--- config.mk ---
export PLATFORM = sky130hd
export DESIGN_NAME = ps2_packet_assembler
export DESIGN_NICKNAME = d
export VERILOG_FILES = /design/src/rtl/ps2_mouse_defs.sv /design/src/rtl/ps2_timeout_counter.sv /design/src/rtl/ps2_packet_assembler.sv
export SDC_FILE = /design/constraint.sdc
export NUM_CORES = 1
export LEC_CHECK = 0
export CAP_MARGIN = 20
export CORE_MARGIN = 2
export CORE_UTILIZATION = 53
export DETAILED_ROUTE_END_ITERATION = 10
export PLACE_DENSITY = 0.78
export SYNTH_ARGS = -nofsm -noshare
export SYNTH_HDL_FRONTEND = slang
export SYNTH_SLANG_ARGS = --single-unit
--- constraint.sdc ---
create_clock -name clk -period 2 [get_ports clk]
set_input_delay 0.2 -clock clk [delete_from_list [all_inputs] [get_ports clk]]
set_output_delay 0.2 -clock clk [all_outputs]
set_load 0.02 [all_outputs]
--- src/rtl/ps2_mouse_defs.sv ---
// PS/2 mouse packet layout shared by the assembler and its bench.
// States, byte slots and header bit positions of the 3-byte packet.
package ps2_mouse_defs;

  typedef enum logic [1:0] {
    WAIT_B0 = 2'd0,
    WAIT_B1 = 2'd1,
    WAIT_B2 = 2'd2
  } ps2_state_e;

  localparam int B0_IDX    = 0;
  localparam int B1_IDX    = 1;
  localparam int B2_IDX    = 2;
  localparam int PKT_BYTES = 3;

  localparam int SYNC_BIT   = 3;
  localparam int X_SIGN_BIT = 4;
  localparam int Y_SIGN_BIT = 5;
  localparam int X_OVF_BIT  = 6;
  localparam int Y_OVF_BIT  = 7;

  typedef struct packed {
    logic       y_ovf;
    logic       x_ovf;
    logic [8:0] y;
    logic [8:0] x;
    logic [2:0] buttons;
  } ps2_pkt_t;

  function automatic ps2_pkt_t ps2_decode(
    input logic [7:0] b0,
    input logic [7:0] b1,
    input logic [7:0] b2
  );
    ps2_pkt_t p;
    p.buttons = b0[2:0];
    p.x       = {b0[X_SIGN_BIT], b1};
    p.y       = {b0[Y_SIGN_BIT], b2};
    p.x_ovf   = b0[X_OVF_BIT];
    p.y_ovf   = b0[Y_OVF_BIT];
    return p;
  endfunction

endpackage

--- src/rtl/ps2_timeout_counter.sv ---
// Inter-byte watchdog: counts enabled cycles, flags the last allowed one.
// Saturates at the limit so a stalled clear can never wrap it.
module ps2_timeout_counter #(
  parameter int TIMEOUT_CYCLES = 100000
) (
  input  logic clk,
  input  logic rst,
  input  logic clear,
  input  logic enable,
  output logic expired
);

  localparam int CW =
    (TIMEOUT_CYCLES > 1) ? $clog2(TIMEOUT_CYCLES) : 1;
  localparam logic [CW-1:0] LIMIT = CW'(TIMEOUT_CYCLES - 1);

  logic [CW-1:0] cnt;
  logic          at_limit;

  assign at_limit = (cnt == LIMIT);
  assign expired  = enable & at_limit;

  always_ff @(posedge clk or negedge rst) begin
    if (!rst) begin
      cnt <= '0;
    end else if (clear) begin
      cnt <= '0;
    end else if (enable && !at_limit) begin
      cnt <= cnt + 1'b1;
    end
  end

endmodule

--- src/rtl/ps2_packet_assembler.sv ---
// Collects three PS/2 mouse bytes into one movement/button packet.
// Bad bytes or an inter-byte timeout discard the partial packet.
module ps2_packet_assembler
  import ps2_mouse_defs::*;
#(
  parameter int TIMEOUT_CYCLES = 100000
) (
  input  logic       clk,
  input  logic       rst,
  input  logic       byte_valid,
  input  logic [7:0] byte_data,
  input  logic       byte_error,
  output logic [8:0] x_axis,
  output logic [8:0] y_axis,
  output logic [2:0] buttons,
  output logic       x_ovf,
  output logic       y_ovf,
  output logic       package_done,
  output logic       packet_error
);

  ps2_state_e state, next_state;
  ps2_pkt_t   pkt_q;
  logic [7:0] b0_q, b1_q;
  logic       good, bad;
  logic       expired, timeout;
  logic       done_d, err_d;
  logic       cnt_clear, cnt_en;

  assign good    = byte_valid & ~byte_error;
  assign bad     = byte_valid & byte_error;
  assign timeout = expired & ~byte_valid;

  always_comb begin
    next_state = state;
    done_d     = 1'b0;
    unique case (state)
      WAIT_B0: begin
        if (good && byte_data[SYNC_BIT]) next_state = WAIT_B1;
      end
      WAIT_B1: begin
        if (bad || timeout) next_state = WAIT_B0;
        else if (good)      next_state = WAIT_B2;
      end
      WAIT_B2: begin
        if (bad || timeout) begin
          next_state = WAIT_B0;
        end else if (good) begin
          next_state = WAIT_B0;
          done_d     = b0_q[SYNC_BIT];
        end
      end
      default: next_state = WAIT_B0;
    endcase
    // timeout is already gated to WAIT_B1/WAIT_B2 by cnt_en
    err_d = bad | timeout;
  end

  assign cnt_clear = byte_valid | (next_state == WAIT_B0);
  assign cnt_en    = (state != WAIT_B0);

  ps2_timeout_counter #(
    .TIMEOUT_CYCLES(TIMEOUT_CYCLES)
  ) u_timeout (
    .clk    (clk),
    .rst    (rst),
    .clear  (cnt_clear),
    .enable (cnt_en),
    .expired(expired)
  );

  always_ff @(posedge clk or negedge rst) begin
    if (!rst) begin
      state        <= WAIT_B0;
      b0_q         <= '0;
      b1_q         <= '0;
      pkt_q        <= '0;
      package_done <= 1'b0;
      packet_error <= 1'b0;
    end else begin
      state        <= next_state;
      package_done <= done_d;
      packet_error <= err_d;
      if (state == WAIT_B0 && next_state == WAIT_B1) begin
        b0_q <= byte_data;
      end
      if (state == WAIT_B1 && next_state == WAIT_B2) begin
        b1_q <= byte_data;
      end
      if (done_d) begin
        pkt_q <= ps2_decode(b0_q, b1_q, byte_data);
      end
    end
  end

  assign x_axis  = pkt_q.x;
  assign y_axis  = pkt_q.y;
  assign buttons = pkt_q.buttons;
  assign x_ovf   = pkt_q.x_ovf;
  assign y_ovf   = pkt_q.y_ovf;

endmodule

==> flow_summary.toml, run 1 <==
[outcome]
run_status = "completed"

[yosys]
synth_edf_count = 0
synthTopCellsByArea = "dfrtp_1 (61%), mux2_2 (17%), xor2_1 (3.2%)"
synthDistinctLibCells = 32
ys_seq_area_frac = 0.605
syn_area_um2 = 2480
synth_ff_type = "dfrtp_1"
synth_area_leader_cell = "dfrtp_1"
netlist_instances = 183
synth_top_cell_area_share = 0.605
ys_ff_latch = 60
synthArstFlopShare = 1.00
ys_warn_count = 0
syn_avg_cell_area_um2 = 13.6
synth_nets = 196

[sta]
hold_viol = 0
finalSetupTns_ns = 0
fin_hold_ws_ns = 0.407
fin_crit_sh = 0.822
setup_viol = 0
rsz0062_at_grt = "false"
finalCriticalPeriod_ns = 1.64
worstMarginPinSlew_ns = 0.609
max_freq_ghz = 0.608
finalClockSkew_ns = 0.0114
relSlewSlack = 0.594
slew_viol_final = 0

[critical_path]
worst_r2r_endpoint = "u_timeout.cnt[5]"
crit_chain = "nor4bb_1, nand4_1, o21ai_2, buf_4, nor2_1"
rr_startpoint = "u_timeout.cnt[4]"
criticalPathCategory = "reg2reg"
worstSetupStartpointType = "flop"
cp_data_required_time_ns = 2.21
ff2ff_path_depth = 5
crit_path_end_kind = "flop"
cp.arrival_ns = 1.86
crit_fanout = 14
cpPeakStageDelay_ns = 0.43
ff2ff_setup_slack_ns = 0.36
slowest_stage = "dfrtp_1"

[detailed_routing]
wl_met2_um = 2640
highest_layer = "met4"
routed-via-count = 1637
wl_met1_um = 2120
ant_nets = 0
routed_wl_um = 5000
dr.pass1.iters = 4
drc = 0
drtIter0Drc = 117
route.met3.wl_um = 211
wl_per_cell_um = 17.2
via_per_inst = 5.64

[cells_and_area]
final_nets = 247
area_growth_pct = 27.4
layoutNonFillerInstCount = 290
layout-drive-gt1-share = 0.282
antenna_cells = 0

[die]
core_um2 = 4440
fp.dieH_um = 72.4
num_io_pins = 37
start_util = 0.558
die_x_um = 72.4
num_rows = 24
design.die.area_um2 = 5240

[clock_tree]
cts_buffer_depth = 2
insertion_delay_ns = 0.34
cts-root-buf = "clkbuf_8"
h-tree-depth = 3
cts_sinks = 60
cts_buffers = 9
clkTransAtPathRegs_ns = 0.06
cts_tree = "yes"

[hold_path]
hold_path_class = "in2async"

[power_and_ir_drop]
peakVddDrop_uv = 697
p_total_uw = 3580
leakage_uw = 0.00143
powerDensity_nw_per_um2 = 1130

[grt]
grt_antenna_before_repair = 0
grt_pass1_vias = 1706
grt-ovfl-total = 0
track_usage = 0.213
grt_pass1_wl_um = 8320
grt_max_degree = 36

[placed_design]
dpl.hpwl_um = 3440
place_congestion = 0.831
portBuffers = 36
placed_cells_incl_taps = 274

[job]
drv_cap = 0
## synth_stat cells, types with 2 or more instances
| cell | number |
|---|---|
| a21oi_1 | 4 |
| and2_1 | 2 |
| and3_1 | 2 |
| and4_1 | 3 |
| buf_2 | 4 |
| dfrtp_1 | 60 |
| inv_1 | 3 |
| mux2_2 | 38 |
| nand2_1 | 4 |
| nand2b_1 | 3 |
| nand3_1 | 4 |
| nand4_1 | 6 |
| nor2_1 | 17 |
| nor2b_1 | 2 |
| o21ai_0 | 2 |
| o31ai_1 | 3 |
| or3_1 | 2 |
| xnor2_1 | 2 |
| xor2_1 | 9 |
## cell type report
cell class,instances,area [um2]
clock buffer,9,124
clock inverter,6,80.1
fill,320,1280
inverter,3,11.3
multi-input combinational,115,940
sequential,60,1500
tap,52,65.1
timing repair buffer,45,438
## per-stage QoR
stage	utilization	instance area, um2	setup WS, ns
after global placement	0.663	2950	0.334
after global routing	0.711	3160	0.221
final	0.711	3160	0.356
after CTS	0.711	3160	0.368
after floorplan	-	2480	0.439
after detailed placement	0.663	2950	0.223
## cell usage in the layout, fill, tap and decap left out, types with 3 or more instances in the layout
master	count
dfrtp_1	60
mux2_2	38
clkdlybuf4s50_1	35
nor2_1	17
xor2_1	9
clkbuf_8	9
buf_4	7
nand4_1	6
nand2_1	4
nand3_1	4
a21oi_1	4
clkinv_2	4
o31ai_1	3
nand2b_1	3
inv_1	3
and4_1	3
## repair_timing
item	CTS	global route
gates resized for setup	0	0
hold buffers	1	0
hold endpoints to repair	25	0
buffers inserted	0	0
endpoints found under the setup margin	0	0
## metal layers
metal,GRT usage,vias to the layer above
li1,-,761
met1,0.249,832
met2,0.370,40
met3,0.0694,4
met4,0.0741,0
met5,0,-
## state kept, by name, summed over array words and instances, names as in the netlist
| register | cells |
|---|---|
| x_ovf | 1 |
| u_timeout.cnt | 17 |
| y_ovf | 1 |
| x_axis | 9 |
| package_done | 1 |
| b0_q | 8 |
| state | 2 |
| b1_q | 8 |
| buttons | 3 |
| y_axis | 9 |
| packet_error | 1 |
## worst max path at each step
stage / from / end / slack [ns] / cells after the start
after floorplan: state[1] / b1_q[0] / 0.44 / 3
after global placement: byte_valid / b1_q[4] / 0.33 / 5
after detailed placement: byte_valid / x_axis[4] / 0.22 / 5
after CTS: u_timeout.cnt[4] / u_timeout.cnt[5] / 0.37 / 5
after global routing: u_timeout.cnt[12] / u_timeout.cnt[5] / 0.22 / 5
final: u_timeout.cnt[4] / u_timeout.cnt[5] / 0.36 / 5
## report_power, final
part           total [uW]  switching, uW  internal (uW)  leakage [uW]
Combinational         838            375            463      0.000536
Sequential           1600            137           1460      0.000785
Clock                1140            455            685      0.000109
Total                3580            967           2610       0.00143
## kinds of logic after synthesis
logic type / after synthesis / share of synthesized area
xor+xnor: 11 / 0.0389
fa+ha+maj: 1 / 0.00504
flops: 60 / 0.605
buf+inv: 8 / 0.0156
simple gates: 50 / 0.117
compound gates: 14 / 0.0414
mux: 39 / 0.177
## critical path: cells and delay by family, from the launching register on
kind | cells | cell delay (ns)
flip-flops | 1 | 0.43
buffers and inverters | 1 | 0.21
AO/OA/AOI/OAI | 1 | 0.20
AND/OR/NAND/NOR | 3 | 0.69
(Power assumes the default switching activity.)
==> inputs of run 2 (changes only) <==
--- a/config.mk
+++ b/config.mk
@@ -7,9 +7,9 @@
 export LEC_CHECK = 0
 export CAP_MARGIN = 20
 export CORE_MARGIN = 2
-export CORE_UTILIZATION = 53
+export CORE_UTILIZATION = 48
 export DETAILED_ROUTE_END_ITERATION = 10
-export PLACE_DENSITY = 0.78
+export PLACE_DENSITY = 0.75
 export SYNTH_ARGS = -nofsm -noshare
 export SYNTH_HDL_FRONTEND = slang
 export SYNTH_SLANG_ARGS = --single-unit
==> constraint.sdc (replaced) <==
create_clock -name clk -period 1.5 [get_ports clk]
set_input_delay 0.15 -clock clk [delete_from_list [all_inputs] [get_ports clk]]
set_output_delay 0.15 -clock clk [all_outputs]
set_load 0.02 [all_outputs]
==> run 2 against run 1 <==
Compared with the run above:
- fmax increased by 11%
- routed wire length decreased by 5.3%
- combinational power increased by 35%
- cell area increased by 7.1%
- die area increased by 9.8%
- largest cell class unchanged
==> flow_summary.toml, run 2 (synthesized netlist as in run 1, its figures left out) <==
[die]
die_x_um = 75.9
num_rows = 26
fp.dieH_um = 75.9
num_io_pins = 37
start_util = 0.492
design.die.area_um2 = 5760
core_um2 = 5040

[critical_path]
crit_family = "simple AND/OR/NAND/NOR gates"
path_buf_inv = 1
cp.arrival_ns = 1.74
worstSetupStartpointType = "flop"
crit_path_end_kind = "flop"
slowest_stage = "dfrtp_1"
path_depth = 5
crit_chain = "buf_4, o2111a_2, nand4_4, or3_4, a21oi_2"
cpPeakStageDelay_ns = 0.38
criticalPathCategory = "reg2reg"
crit_fanout = 5
cp_data_required_time_ns = 1.76
ff2ff_path_depth = 5

[cells_and_area]
layout_common_cells = "dfrtp_1 (59), mux2_2 (38), clkdlybuf4s50_1 (35)"
largest_register = "u_timeout.cnt"
final_nets = 267
antenna_cells = 0
largest_register_ff_count = 17
fillCellCount = 387
layout-drive-gt1-share = 0.363
area_growth_pct = 36.4
layout_commonest_cell = "dfrtp_1"

[outcome]
run_status = "completed"

[sta]
hold_viol = 0
setup_viol = 0
finalCriticalPeriod_ns = 1.48
rsz0062_at_grt = "true"
fin_crit_sh = 0.984
max_freq_ghz = 0.678
post-route-worst-setup-slack_ns = 0.0243
fin_hold_ws_ns = 0.348
relSlewSlack = 0.789
finalClockSkew_ns = 0.00710
worstMarginPinSlew_ns = 0.317
slew_viol_final = 0

[clock_tree]
clkTransAtPathRegs_ns = 0.07
cts_sinks = 60
cts_buffers = 9
cts-root-buf = "clkbuf_8"
h-tree-depth = 3
cts_buffer_depth = 2
cts_tree = "yes"
insertion_delay_ns = 0.34

[grt]
grt_max_degree = 61
track_usage = 0.178
grt_pass1_vias = 1626
grt_antenna_before_repair = 0
grt-ovfl-total = 0
grt_pass1_wl_um = 7430

[detailed_routing]
routed-via-count = 1665
drtIter0Drc = 81
ant_nets = 0
via_per_inst = 5.06
drc = 0
routed_wl_um = 4740
dr.pass1.iters = 4
wl_per_cell_um = 14.4

[placed_design]
dp_slack_ns = -0.112
portBuffers = 36
place_congestion = 0.809
dpl.hpwl_um = 3150

[hold_path]
hold_path_class = "in2async"

[power_and_ir_drop]
powerDensity_nw_per_um2 = 1370
peakVddDrop_uv = 573
p_total_uw = 4620
leakage_uw = 0.00154

[job]
drv_cap = 0
==> run 2: worst reg2reg max path, stage by stage, from the launching register on <==
cell	delay [ns]
dfrtp_1	0.38
buf_4	0.16
o2111a_2	0.23
nand4_4	0.12
or3_4	0.38
a21oi_2	0.14
==> run 2: worst paths after layout <==
check	start	end	slack, ns
setup / recovery	state[1]	u_timeout.cnt[13]	0.02
hold / removal	rst	package_done	0.35
setup reg to reg	state[1]	u_timeout.cnt[13]	0.02
hold reg to reg	u_timeout.cnt[0]	u_timeout.cnt[0]	0.46
max in group asynchronous	rst	state[0]	0.86
min in group clk	u_timeout.cnt[0]	u_timeout.cnt[0]	0.46
==> run 2: where the power goes <==
part	switching (uW)	internal, uW	total [uW]
clock	609	759	1370
combinational	490	639	1130
sequential	169	1950	2120
==> run 2: stage by stage <==
stage          cell area [um2]   util  std cells  TNS, ns
6_report                  3380  0.671        329        0
5_1_grt                   3380  0.671        329  -0.0371
4_1_cts                   3320  0.659        326        0
3_5_place_dp              3130  0.620        309    -3.38
3_3_place_gp              3130  0.620        309    -1.98
2_1_floorplan             2490      -        183        0
==> run 2: layout make-up <==
cell class	count	area [um2]	area share
inverter	3	11.3	0.00333
timing repair buffer	65	617	0.182
clock inverter	5	52.6	0.0155
tap	70	87.6	0.0259
sequential	60	1500	0.444
multi-input combinational	115	981	0.290
clock buffer	11	131	0.0388
==> run 2: repair_timing <==
action	in CTS	in global routing
resized for setup	0	10
endpoints found under the hold margin	60	0
buffers inserted	0	3
hold buffers	1	0
endpoints found under the setup margin	0	24
==> run 2: metal layers <==
| layer | up-vias | wire length [um] | GRT usage | share of wire |
|---|---|---|---|---|
| met5 | - | 0 | 0 | 0 |
| met4 | 0 | 97 | 0.0877 | 0.020 |
| met3 | 12 | 176 | 0.0556 | 0.037 |
| met2 | 30 | 2410 | 0.278 | 0.51 |
| met1 | 827 | 2050 | 0.225 | 0.43 |
| li1 | 796 | - | - | - |
==> inputs of run 3 (changes only) <==
--- a/config.mk
+++ b/config.mk
@@ -7,9 +7,11 @@
 export LEC_CHECK = 0
 export CAP_MARGIN = 20
 export CORE_MARGIN = 2
-export CORE_UTILIZATION = 48
+export CORE_UTILIZATION = 49
 export DETAILED_ROUTE_END_ITERATION = 10
+export GPL_ROUTABILITY_DRIVEN = 0
 export PLACE_DENSITY = 0.75
 export SYNTH_ARGS = -nofsm -noshare
 export SYNTH_HDL_FRONTEND = slang
+export SYNTH_HIERARCHICAL = 1
 export SYNTH_SLANG_ARGS = --single-unit
==> run 3 against run 2 <==
Compared with the run above:
- sequential power is essentially flat
- the run now ends with negative setup slack left
- register-to-register slack got worse by 0.39 ns
- power rose by 9.8%
- fmax fell by 21%
- routed wire length is 22% higher
- global-route usage grew 2.8 points
- combinational power increased by 18%
- synthesized cell count grew 8.2%
==> flow_summary.toml, run 3 <==
[power_and_ir_drop]
p_clk_frac = 0.317
peakVddDrop_uv = 988
powerDensity_nw_per_um2 = 1320
p_sw_uw = 1340
power_frac_comb = 0.263
p_sw_frac = 0.265
seqPwrFrac = 0.420
leakage_uw = 0.00182
internal_power_uw = 3730

[clock_tree]
h-tree-depth = 3
cts_sinks = 60
cts-root-buf = "clkbuf_8"
clkTransAtPathRegs_ns = 0.07
insertion_delay_ns = 0.33
cts_tree = "yes"
cts_buffer_depth = 2
cts_buffers = 9

[cells_and_area]
largest_register = "u_timeout/cnt"
layout-drive-gt1-share = 0.429
largest_register_ff_count = 17
antenna_cells = 0
final_nets = 302
final_util = 0.707
fillCellCount = 360
layoutNonFillerInstCount = 366
layout_commonest_cell = "dfrtp_1"
layout_common_cells = "dfrtp_1 (60), buf_4 (39), clkdlybuf4s50_1 (33)"
area_growth_pct = 40.2

[detailed_routing]
ant_nets = 0
wl_per_cell_um = 15.8
routed_wl_um = 5780
dr.pass1.iters = 4
routed-via-count = 1861
drc = 0
drtIter0Drc = 110
via_per_inst = 5.08

[yosys]
synthArstFlopShare = 1.00
synth_ff_type = "dfrtp_1"
post-synth-top-count-cell = "dfrtp_1"
syn_avg_cell_area_um2 = 13.9
synth_top_cell_area_share = 0.547
synth-simple-area-share = 0.145
muxShareOfSynthArea = 0.213
synth_commonest_cells = "dfrtp_1 (60), mux2_4 (27), nor2_1 (22), mux2_2 (13), xnor2_1 (9)"
synthDistinctLibCells = 39
ys_ff_latch = 60
ys_warn_count = 6
synth-compound-area-share = 0.0360
synth_xor_area_frac = 0.0319
synth_nets = 211
synthAdderAreaFrac = 0.00456
synth_top_family_by_area = "multiplexers"
synth_area_leader_cell = "dfrtp_1"
netlist_instances = 198
synth_edf_count = 0
ys_seq_area_frac = 0.547
synthTopCellsByArea = "dfrtp_1 (55%), mux2_4 (15%), mux2_2 (5.3%)"
syn_area_um2 = 2740

[placed_design]
dpl.hpwl_um = 4000
placed_cells_incl_taps = 347
dp_slack_ns = -0.407
portBuffers = 36

[critical_path]
startpoint = "u_timeout/cnt[13]"
crit_path_end_kind = "flop"
crit_chain = "nor4bb_4, nand4_1, nor2_2, nor2_2, o21ai_2, buf_4, nor2_1, mux2_4"
ff2ff_path_depth = 8
path_depth = 8
cp_data_required_time_ns = 1.71
cpMostUsedCell = "nor2_2"
path_buf_inv = 1
crit_family = "simple AND/OR/NAND/NOR gates"
cpPeakStageDelay_ns = 0.41
slowest_stage = "dfrtp_1"
cp.arrival_ns = 2.08
crit_fanout = 7
rr_startpoint = "u_timeout/cnt[13]"
worstSetupStartpointType = "flop"
criticalPathCategory = "reg2reg"

[outcome]
run_status = "finished with violations"
violations = "negative setup slack"

[die]
die_x_um = 78.8
fp.dieH_um = 78.8
num_io_pins = 37
core_um2 = 5440
num_rows = 27
start_util = 0.504
design.die.area_um2 = 6210

[grt]
grt_pass1_vias = 1979
grt_max_degree = 31
grt_pass1_wl_um = 9760
grt_antenna_before_repair = 0
grt-ovfl-total = 0
track_usage = 0.206

[sta]
hold_viol = 0
rsz0062_at_grt = "true"
relSlewSlack = 0.749
finalClockSkew_ns = 0.00589
worstMarginPinSlew_ns = 0.376
post-route-worst-setup-slack_ns = -0.370
finalCriticalPeriod_ns = 1.87
fin_hold_ws_ns = 0.157
fin_crit_sh = 1.25
slew_viol_final = 0
setup_viol = 19
max_freq_ghz = 0.535

[hold_path]
hold_path_class = "in2async"

[job]
drv_cap = 0
[run 3: area by class of cell]
cell class | count | area [um2] | area share
sequential | 60 | 1500 | 0.390
clock buffer | 12 | 145 | 0.0377
tap | 72 | 90.1 | 0.0234
timing repair buffer | 85 | 790 | 0.205
inverter | 5 | 18.8 | 0.00488
multi-input combinational | 128 | 1230 | 0.319
clock inverter | 4 | 72.6 | 0.0189
[run 3: path summary, 6_finish.rpt]
kind                                     end  slack [ns]
max                        u_timeout/cnt[16]       -0.37
min                               buttons[1]        0.16
max reg2reg                u_timeout/cnt[16]       -0.37
min reg2reg                        y_axis[8]        0.50
max in group asynchronous   u_timeout/cnt[9]        0.79
min in group clk                packet_error        0.47
[run 3: timing repair]
item | in CTS | in global routing
gates resized for setup | 10 | 12
hold buffers | 1 | 0
hold endpoints to repair | 60 | 0
pin swaps | 5 | 6
endpoints found under the setup margin | 31 | 50
buffers inserted | 1 | 5
[run 3: power by group through the flow]
stage | logic [uW] | clock network, uW | registers, uW
floorplan | 501 | 0 | 2360
global placement | 1290 | 0 | 2140
detailed placement | 1310 | 0 | 2150
CTS | 1330 | 1620 | 2130
global route | 1410 | 1710 | 2170
finish | 1330 | 1610 | 2130
[run 3: kinds of logic (layout without fill, tap and decap cells)]
logic type,Yosys count,count (layout)
buffers and inverters,10,106
flip-flops,60,60
AND/OR/NAND/NOR,63,63
AO/OA/AOI/OAI,11,11
multiplexers,43,43
adder cells (fa/ha/maj),1,1
XOR/XNOR,10,10
[run 3: worst register-to-register path: cells and delay by family (launching register included)]
kind / cells / cell delay (ns)
AND/OR/NAND/NOR: 5 / 0.83
AO/OA/AOI/OAI: 1 / 0.09
buffers and inverters: 1 / 0.19
flip-flops: 1 / 0.41
multiplexers: 1 / 0.26
[run 3: metal layers]
layer  track usage  vias up  share of wire
met5             0        -              0
met1         0.288      933           0.48
met2         0.310       34           0.48
met3        0.0420        7          0.029
met4        0.0966        0          0.015
li1              -      887              -
[run 3: metrics by stage]
step | power, uW | setup TNS [ns] | area [um2]
final | 5070 | -4.03 | 3840
after global routing | 5290 | -6.09 | 3840
after CTS | 5080 | -3.11 | 3790
after detailed placement | 3470 | -9.87 | 3530
after global placement | 3430 | -7.56 | 3530
after floorplan | 2860 | -4.73 | 2760
